## config.mk

```make
export PLATFORM = sky130hd
export DESIGN_NAME = serial_bit_feeder_flat
export DESIGN_NICKNAME = d
export VERILOG_FILES = /design/src/rtl/serial_bit_feeder_if.sv /design/src/rtl/serial_bit_feeder.sv /design/src/flat_wrapper.sv
export SDC_FILE = /design/constraint.sdc
export NUM_CORES = 1
export LEC_CHECK = 0
export BUFFER_PORTS_ARGS = -buffer_cell sky130_fd_sc_hd__buf_2
export CORE_UTILIZATION = 45
export CTS_CLUSTER_SIZE = 30
export DETAILED_ROUTE_END_ITERATION = 7
export GPL_TIMING_DRIVEN = 0
export PLACE_DENSITY = 0.67
export SLEW_MARGIN = 20
export SYNTH_ARGS = -nofsm -noshare
export SYNTH_HDL_FRONTEND = slang
export SYNTH_SLANG_ARGS = --single-unit
export TNS_END_PERCENT = 1
```

## constraint.sdc

```tcl
create_clock -name clk -period 2.45 [get_ports clk]
set_input_delay 0.49 -clock clk [delete_from_list [all_inputs] [get_ports clk]]
set_output_delay 0.49 -clock clk [all_outputs]
set_load 0.02 [all_outputs]
```

## src/rtl/serial_bit_feeder_if.sv

```systemverilog
// Word-in / bit-out signal bundle for serial_bit_feeder.
// Handshake: a word transfers on a rising edge where din_valid && din_ready; din is held stable while din_valid && !din_ready.
interface serial_bit_feeder_if #(
    parameter int WIDTH = 8
);
    logic [WIDTH-1:0] din;
    logic             din_valid;
    logic             din_ready;
    logic             a_out;
    logic             bit_valid;
    logic             word_done;
    logic             busy;
    logic             dbg_shifting;

    modport slave (
        input  din, din_valid,
        output din_ready, a_out, bit_valid, word_done, busy, dbg_shifting
    );

    modport master (
        output din, din_valid,
        input  din_ready, a_out, bit_valid, word_done, busy, dbg_shifting
    );
endinterface

```

## src/rtl/serial_bit_feeder.sv

```systemverilog
// Parallel-to-serial feeder: one hold register behind a shift register so words stream
// one bit per clock with no gap between back-to-back words.
module serial_bit_feeder #(
    parameter int WIDTH     = 8,
    parameter bit MSB_FIRST = 1'b1,
    parameter bit IDLE_BIT  = 1'b0
) (
    input  logic                clk,
    input  logic                rst,
    serial_bit_feeder_if.slave  bus
);
    localparam int CW = (WIDTH > 1) ? $clog2(WIDTH) : 1;

    typedef enum logic {
        S_IDLE  = 1'b0,
        S_SHIFT = 1'b1
    } state_t;

    state_t           state_q, state_d;
    logic [WIDTH-1:0] hold_q, hold_d;
    logic             hold_full_q, hold_full_d;
    logic [WIDTH-1:0] shreg_q, shreg_d;
    logic [CW-1:0]    cnt_q, cnt_d;

    logic             accept;
    logic             last_bit;
    logic             load;
    logic [WIDTH-1:0] shifted;
    logic             cur_bit;

    always_comb begin
        state_d     = state_q;
        hold_d      = hold_q;
        hold_full_d = hold_full_q;
        shreg_d     = shreg_q;
        cnt_d       = cnt_q;
        load        = 1'b0;

        accept   = bus.din_valid && bus.din_ready;
        last_bit = (state_q == S_SHIFT) && (cnt_q == CW'(WIDTH - 1));
        shifted  = MSB_FIRST ? {shreg_q[WIDTH-2:0], 1'b0} : {1'b0, shreg_q[WIDTH-1:1]};

        case (state_q)
            S_IDLE: begin
                if (hold_full_q) begin
                    load = 1'b1;
                end
            end
            S_SHIFT: begin
                shreg_d = shifted;
                if (last_bit) begin
                    cnt_d = '0;
                    if (hold_full_q) begin
                        load = 1'b1;
                    end else begin
                        state_d = S_IDLE;
                    end
                end else begin
                    cnt_d = cnt_q + 1'b1;
                end
            end
            default: state_d = S_IDLE;
        endcase

        if (load) begin
            shreg_d     = hold_q;
            cnt_d       = '0;
            hold_full_d = 1'b0;
            state_d     = S_SHIFT;
        end

        // accept requires an empty hold and load requires a full one, so they never collide
        if (accept) begin
            hold_d      = bus.din;
            hold_full_d = 1'b1;
        end
    end

    always_ff @(posedge clk) begin
        if (rst) begin
            state_q     <= S_IDLE;
            hold_q      <= '0;
            hold_full_q <= 1'b0;
            shreg_q     <= '0;
            cnt_q       <= '0;
        end else begin
            state_q     <= state_d;
            hold_q      <= hold_d;
            hold_full_q <= hold_full_d;
            shreg_q     <= shreg_d;
            cnt_q       <= cnt_d;
        end
    end

    assign cur_bit          = MSB_FIRST ? shreg_q[WIDTH-1] : shreg_q[0];
    assign bus.din_ready    = !hold_full_q && !rst;
    assign bus.bit_valid    = (state_q == S_SHIFT);
    assign bus.a_out        = (state_q == S_SHIFT) ? cur_bit : IDLE_BIT;
    assign bus.word_done    = last_bit;
    assign bus.busy         = (state_q == S_SHIFT) || hold_full_q;
    assign bus.dbg_shifting = (state_q == S_SHIFT);
endmodule
```

## src/flat_wrapper.sv

```systemverilog
// flat-port wrapper written by rule: the top's interface ports become plain ports
module serial_bit_feeder_flat 
#(
    parameter int WIDTH     = 8,
    parameter bit MSB_FIRST = 1'b1,
    parameter bit IDLE_BIT  = 1'b0
)
  (clk, rst, bus_din, bus_din_valid, bus_din_ready, bus_a_out, bus_bit_valid, bus_word_done, bus_busy, bus_dbg_shifting);
  serial_bit_feeder_if #(.WIDTH(WIDTH)) bus_i ();
  input  logic clk;
  input  logic rst;
  input wire logic [$bits(bus_i.din)-1:0] bus_din;
  input wire logic [$bits(bus_i.din_valid)-1:0] bus_din_valid;
  output wire logic [$bits(bus_i.din_ready)-1:0] bus_din_ready;
  output wire logic [$bits(bus_i.a_out)-1:0] bus_a_out;
  output wire logic [$bits(bus_i.bit_valid)-1:0] bus_bit_valid;
  output wire logic [$bits(bus_i.word_done)-1:0] bus_word_done;
  output wire logic [$bits(bus_i.busy)-1:0] bus_busy;
  output wire logic [$bits(bus_i.dbg_shifting)-1:0] bus_dbg_shifting;
  assign bus_i.din = bus_din;
  assign bus_i.din_valid = bus_din_valid;
  assign bus_din_ready = bus_i.din_ready;
  assign bus_a_out = bus_i.a_out;
  assign bus_bit_valid = bus_i.bit_valid;
  assign bus_word_done = bus_i.word_done;
  assign bus_busy = bus_i.busy;
  assign bus_dbg_shifting = bus_i.dbg_shifting;
  serial_bit_feeder #(.WIDTH(WIDTH), .MSB_FIRST(MSB_FIRST), .IDLE_BIT(IDLE_BIT)) u_core (.clk(clk), .rst(rst), .bus(bus_i));
endmodule
```

* Word-level counts from Yosys, hierarchy flattened
Cells that the tools add are included.
** Storage, ports and cells
- Flip-flop bits (word level) :: 21
- Output and inout port bits :: 6
- Input bits :: 11
** Operators by class
- Bitwise logic cells :: 1
- $add $sub $neg :: 1
- Reduce and logical (&&, ||, !) cells :: 9
- Mux-type cells :: 12
- Equality and inequality tests :: 1
** Operators by type and width (number)
- $mux 8 :: 2
- $mux 1 :: 8
- $reduce_bool 2->1 :: 2
- $add 3x1->3 const B :: 1
- $eq 3x3->1 const B :: 1
- $logic_and 1x1->1 :: 3
- $mux 3 :: 1
- $logic_not 1->1 :: 2
- $pmux 1 s2 :: 1
- $reduce_or 2->1 :: 1
- $logic_or 1x1->1 :: 1
- $not 1->1 :: 1

* Longest topological paths before layout
- Depth after elaboration :: 6
- Depth in mapped cells :: 6

* Worst setup path after synthesis
OpenSTA, ideal clock, no wires.
- Kind :: reg-to-reg
- Start point :: reg u_core.cnt_q[0]
- End point :: reg u_core.shreg_q[2]
- Path buffers :: 1
- Library setup time :: 134 ps
- Setup slack :: 982 ps
- Cell stages (with the launch flop) :: 7
- Data arrival time :: 1334 ps
- Required time :: 2316 ps
- Cell sequence :: dfxtp_1 -> ha_1 -> ha_1 -> nand2b_1 -> buf_4 -> a211oi_1 -> nor4_2
** On the way
- Longest elaborated chain between the ends :: 5
- Elaborated cells on any way between the ends :: 6
- Classes of those cells :: eq/ne: 1; mux: 3; reduce/logical: 2
** Ends and longest elaborated chain
- from (decl) :: RTL line serial_bit_feeder.sv:23 : logic [CW-1:0] cnt_q, cnt_d;
- from (signal assigned) :: RTL line serial_bit_feeder.sv:91 : cnt_q <= cnt_d;
- $eq 3x3->1 (*) :: RTL line serial_bit_feeder.sv:40 : last_bit = (state_q == S_SHIFT) && (cnt_q == CW'(WIDTH - 1));
- $logic_and 1x1->1 (*) :: RTL line serial_bit_feeder.sv:40
- $mux 1 (*) :: RTL line serial_bit_feeder.sv:51 : if (last_bit) begin
- $pmux 1 s2 (*) :: RTL line serial_bit_feeder.sv:43 : case (state_q)
- $mux 8 / $reduce_bool 2->1 (equally long branches)
- to (signal assigned) :: RTL line serial_bit_feeder.sv:90 : shreg_q <= shreg_d;
- to (decl) :: RTL line serial_bit_feeder.sv:22 : logic [WIDTH-1:0] shreg_q, shreg_d;
Every way passes the cells marked *; elsewhere a longest branch is shown, timed or not.
A chain may end at the register's enable or synchronous reset.

* Worst setup path after layout
- Start point :: reg u_core.cnt_q[0]
- End point :: out bus_word_done
** On the way
- Longest elaborated chain between the ends :: 2
** Ends and longest elaborated chain
- $eq 3x3->1 :: RTL line serial_bit_feeder.sv:40
- $logic_and 1x1->1 :: RTL line serial_bit_feeder.sv:40
- to (decl) :: RTL line flat_wrapper.sv:17 : output wire logic [$bits(bus_i.word_done)-1:0] bus_word_done;
No other way between the ends.

==> summary.md <==
| Metric | Value |
|---|---|
| Clock transition at path regs | 110 ps |
| Power Internal | 0.000497 W |
| CP arrival | 1400 ps |
| Top-count cell post-synth | nor2_1 |
| Worst Hold Launch | rst |
| Syn avg cell area | 9.29 um2 |
| Final Max Tran Viols | 0 |
| Gpl congestion | 0.788 |
| Final hold violation count | 0 |
| Synth Register Bits | 21 |
| Reg2reg start | u_core.cnt_q[0] |
| Synth cell count leaders | 24 x nor2_1, 21 x dfxtp_1, 8 x a211oi_1, 8 x mux2i_1, 7 x nor3b_1 |
| DRT Wirelength | 1790 um |
| Post-layout nets | 135 |
| Worst-Margin Slew | 491 ps |
| Most used cell, CP | ha_1 |
| Die Width | 47.7 um |
| Hpwl dp | 1250 um |
| Setup repair bufs after CTS | 0 |
| Status | complete, no violations |
| Drt via density | 5.09 |
| Layout cells sized above 1 | 24.8% |
| Clk sinks | 21 |
| Vias | 753 |
| Total CTS buffers | 3 |
| Tcrit/Tclk final | 77.0% |
| Psw | 0.000200 W |
| Top Family by Delay on Critical Path | adder cells |
| FF-to-FF path depth | 6 |
| DRC Markers | 0 |
| CP Max Fanout | 6 |
| CP Cell Sequence | ha_1 -> ha_1 -> and2_1 -> buf_2 |
| Register Area | 420 um2 |
| Wire per inst | 12.1 um |
| Syn Std Cell Area | 938 um2 |
| Post-synth top area cell | dfxtp_1 |
| Die H | 47.7 um |
| Initial DRC count | 8 |
| Worst hold endpoint | u_core.shreg_q[7] |
| Port Buffers | 16 |
| Post-synth EDFFs | 0 |
| Clock skew | 2.93 ps |
| Crit Path Class | flop to primary output |
| # setup viols final | 0 |
| Critical Path Sink Type | primary output |
| Root buffer cell | clkbuf_4 |
| Fmax | 530 MHz |
| # fillers | 209 |
| Multi-input gate area | 452 um2 |
| Clock Path Buffers | 2 |
| TritonRoute pass-1 iters | 4 |
| Cells after DPL | 144 |
| Buf/Inv on CP | 1 |
| Total negative setup slack | 0 ps |
| Max-cap check violation count | 0 |
| Area share of the largest cell type after synthesis | 44.8% |
| Tmin final | 1890 ps |
| Initial Util | 47.8% |
| CTS tree | done |
| Layout Cells excl Fill | 148 |
| Largest net degree at the start of global routing | 12 |
| CP peak stage delay | 340 ps |
| Clk pwr share | 23.3% |
| Mapped Cells | 101 |
| Num rows | 16 |
| Hold buffers post-CTS | 0 |
| Hold path depth | 2 |
| ANT nets after route | 0 |
| First-pass GRT wire length | 2930 um |
| Reg2reg end | u_core.shreg_q[2] |
| Hold crit path type | primary input to flop |
| CP required | 1960 ps |
| Sw frac | 28.7% |
| Total core area | 1960 um2 |
| Synthesized Nets | 114 |
| Seq/Total Area, Yosys | 44.8% |
| RSZ-0062 raised after global routing | no |
| CP max-delay cell | dfxtp_1 |
| Die Area | 2270 um2 |
| Yosys synthesis warning count | 0 |
| Vias in the first global route | 672 |
| Ys async rst share | 0% |
| Logic gate share of total power | 21.4% |
| PwrDens | 646 nW/um2 |
| Worst vdd ir | 0.462 mV |
| # IOs | 17 |
| Ys flop type | dfxtp_1 |
| Initial antenna violation count | 0 |
| GRT Total Usage | 18.7% |
| GR Overflow Total | 0 |
| Sequential power share | 55.3% |
| Htree depth | 1 |
| Slew HR | 67.3% |
| Synth area leaders | dfxtp_1 45%, nor2_1 9.6%, mux2i_1 8.5% |
| Clock latency at the later pin of the worst-skew pair | 290 ps |
| Antenna diodes | 0 |
| Worst setup SP type | flop |
| Netlist cell types | 23 |
| Area Overhead vs Synth | 14.9% |
| FF-to-FF setup slack | 810 ps |
| Post_cts resized | 0 |
| Static Leak | 0.458 nW |
## logic make-up after synthesis
family / synth area share (%)
AND/OR/NAND/NOR: 26.7
flip-flops: 44.8
AO/OA/AOI/OAI: 10.3
buffers and inverters: 7.07
multiplexers: 8.53
adder cells (fa/ha/maj): 2.67
## how the worst max path moves through the flow
| stage | slack [ps] | start | cells after the start | endpoint |
|---|---|---|---|---|
| CTS | 550 | u_core.cnt_q[0] | 4 | bus_word_done |
| floorplan | 980 | u_core.cnt_q[0] | 6 | u_core.shreg_q[2] |
| global route | 480 | u_core.cnt_q[0] | 4 | bus_word_done |
| global placement | 710 | rst | 4 | bus_din_ready |
| finish | 560 | u_core.cnt_q[0] | 4 | bus_word_done |
| detailed placement | 710 | rst | 4 | bus_din_ready |
## state kept, by name, summed over array words and instances, names as in the netlist
signal / count
u_core.bus.bit_valid: 1
u_core.cnt_q: 3
u_core.hold_full_q: 1
u_core.hold_q: 8
u_core.shreg_q: 8
## power by group through the flow
stage,Combinational [W],Clock (W),Sequential [W]
finish,0.000149,0.000162,0.000386
global route,0.000166,0.000181,0.000390
CTS,0.000150,0.000164,0.000386
detailed placement,0.000149,0,0.000393
global placement,0.000147,0,0.000392
floorplan,0.000112,0,0.000391
## routing by layer
layer / part of all wire (%) / vias up / global-route usage [%]
met3: 3.8 / 2 / 3.40
li1: - / 393 / -
met4: 0.84 / 0 / 5.00
met1: 51 / 345 / 25.4
met5: 0 / - / 0
met2: 44 / 13 / 30.7
## area by class of cell
type | count | share of cell area, %
multi-input cells | 68 | 41.9
flip-flops and latches | 21 | 39.0
repair buffers | 16 | 7.42
plain buffers | 9 | 5.10
well taps | 27 | 3.13
clock buffers | 4 | 2.44
inverters | 3 | 1.04
## stage by stage
stage / hold slack [ps] / power (W) / utilization, % / cell area (um2) / setup WS, ps
5_1_grt: 382 / 0.000737 / 55.0 / 1080 / 476
3_3_place_gp: 472 / 0.000539 / 53.6 / 1050 / 707
4_1_cts: 394 / 0.000700 / 55.0 / 1080 / 554
2_1_floorplan: 455 / 0.000503 / - / 938 / 982
6_report: 394 / 0.000697 / 55.0 / 1080 / 564
3_5_place_dp: 482 / 0.000542 / 53.6 / 1050 / 713
## cells in the final DEF, fill, tap and decap left out
cell type	instances
and2b_1	1
ha_1	2
nor4_1	5
nor2b_1	1
nor2_4	1
buf_4	5
and2_1	2
o32a_1	2
mux2i_1	8
nor3b_1	7
buf_1	1
a32oi_1	1
clkbuf_4	3
inv_1	2
clkbuf_1	2
nand2b_1	1
a211oi_1	8
inv_2	1
buf_2	18
nand2_1	2
nor2_1	24
a22oi_1	1
nor4_2	2
dfxtp_1	21
## worst register-to-register path, delay by kind of cell (launching register included)
family	cells	cell delay (ps)
buffers and inverters	1	160
and+or+nand+nor	3	600
adders and majority gates	2	400
DFF	1	370
Note: power is estimated with default switching activity, not from simulation.
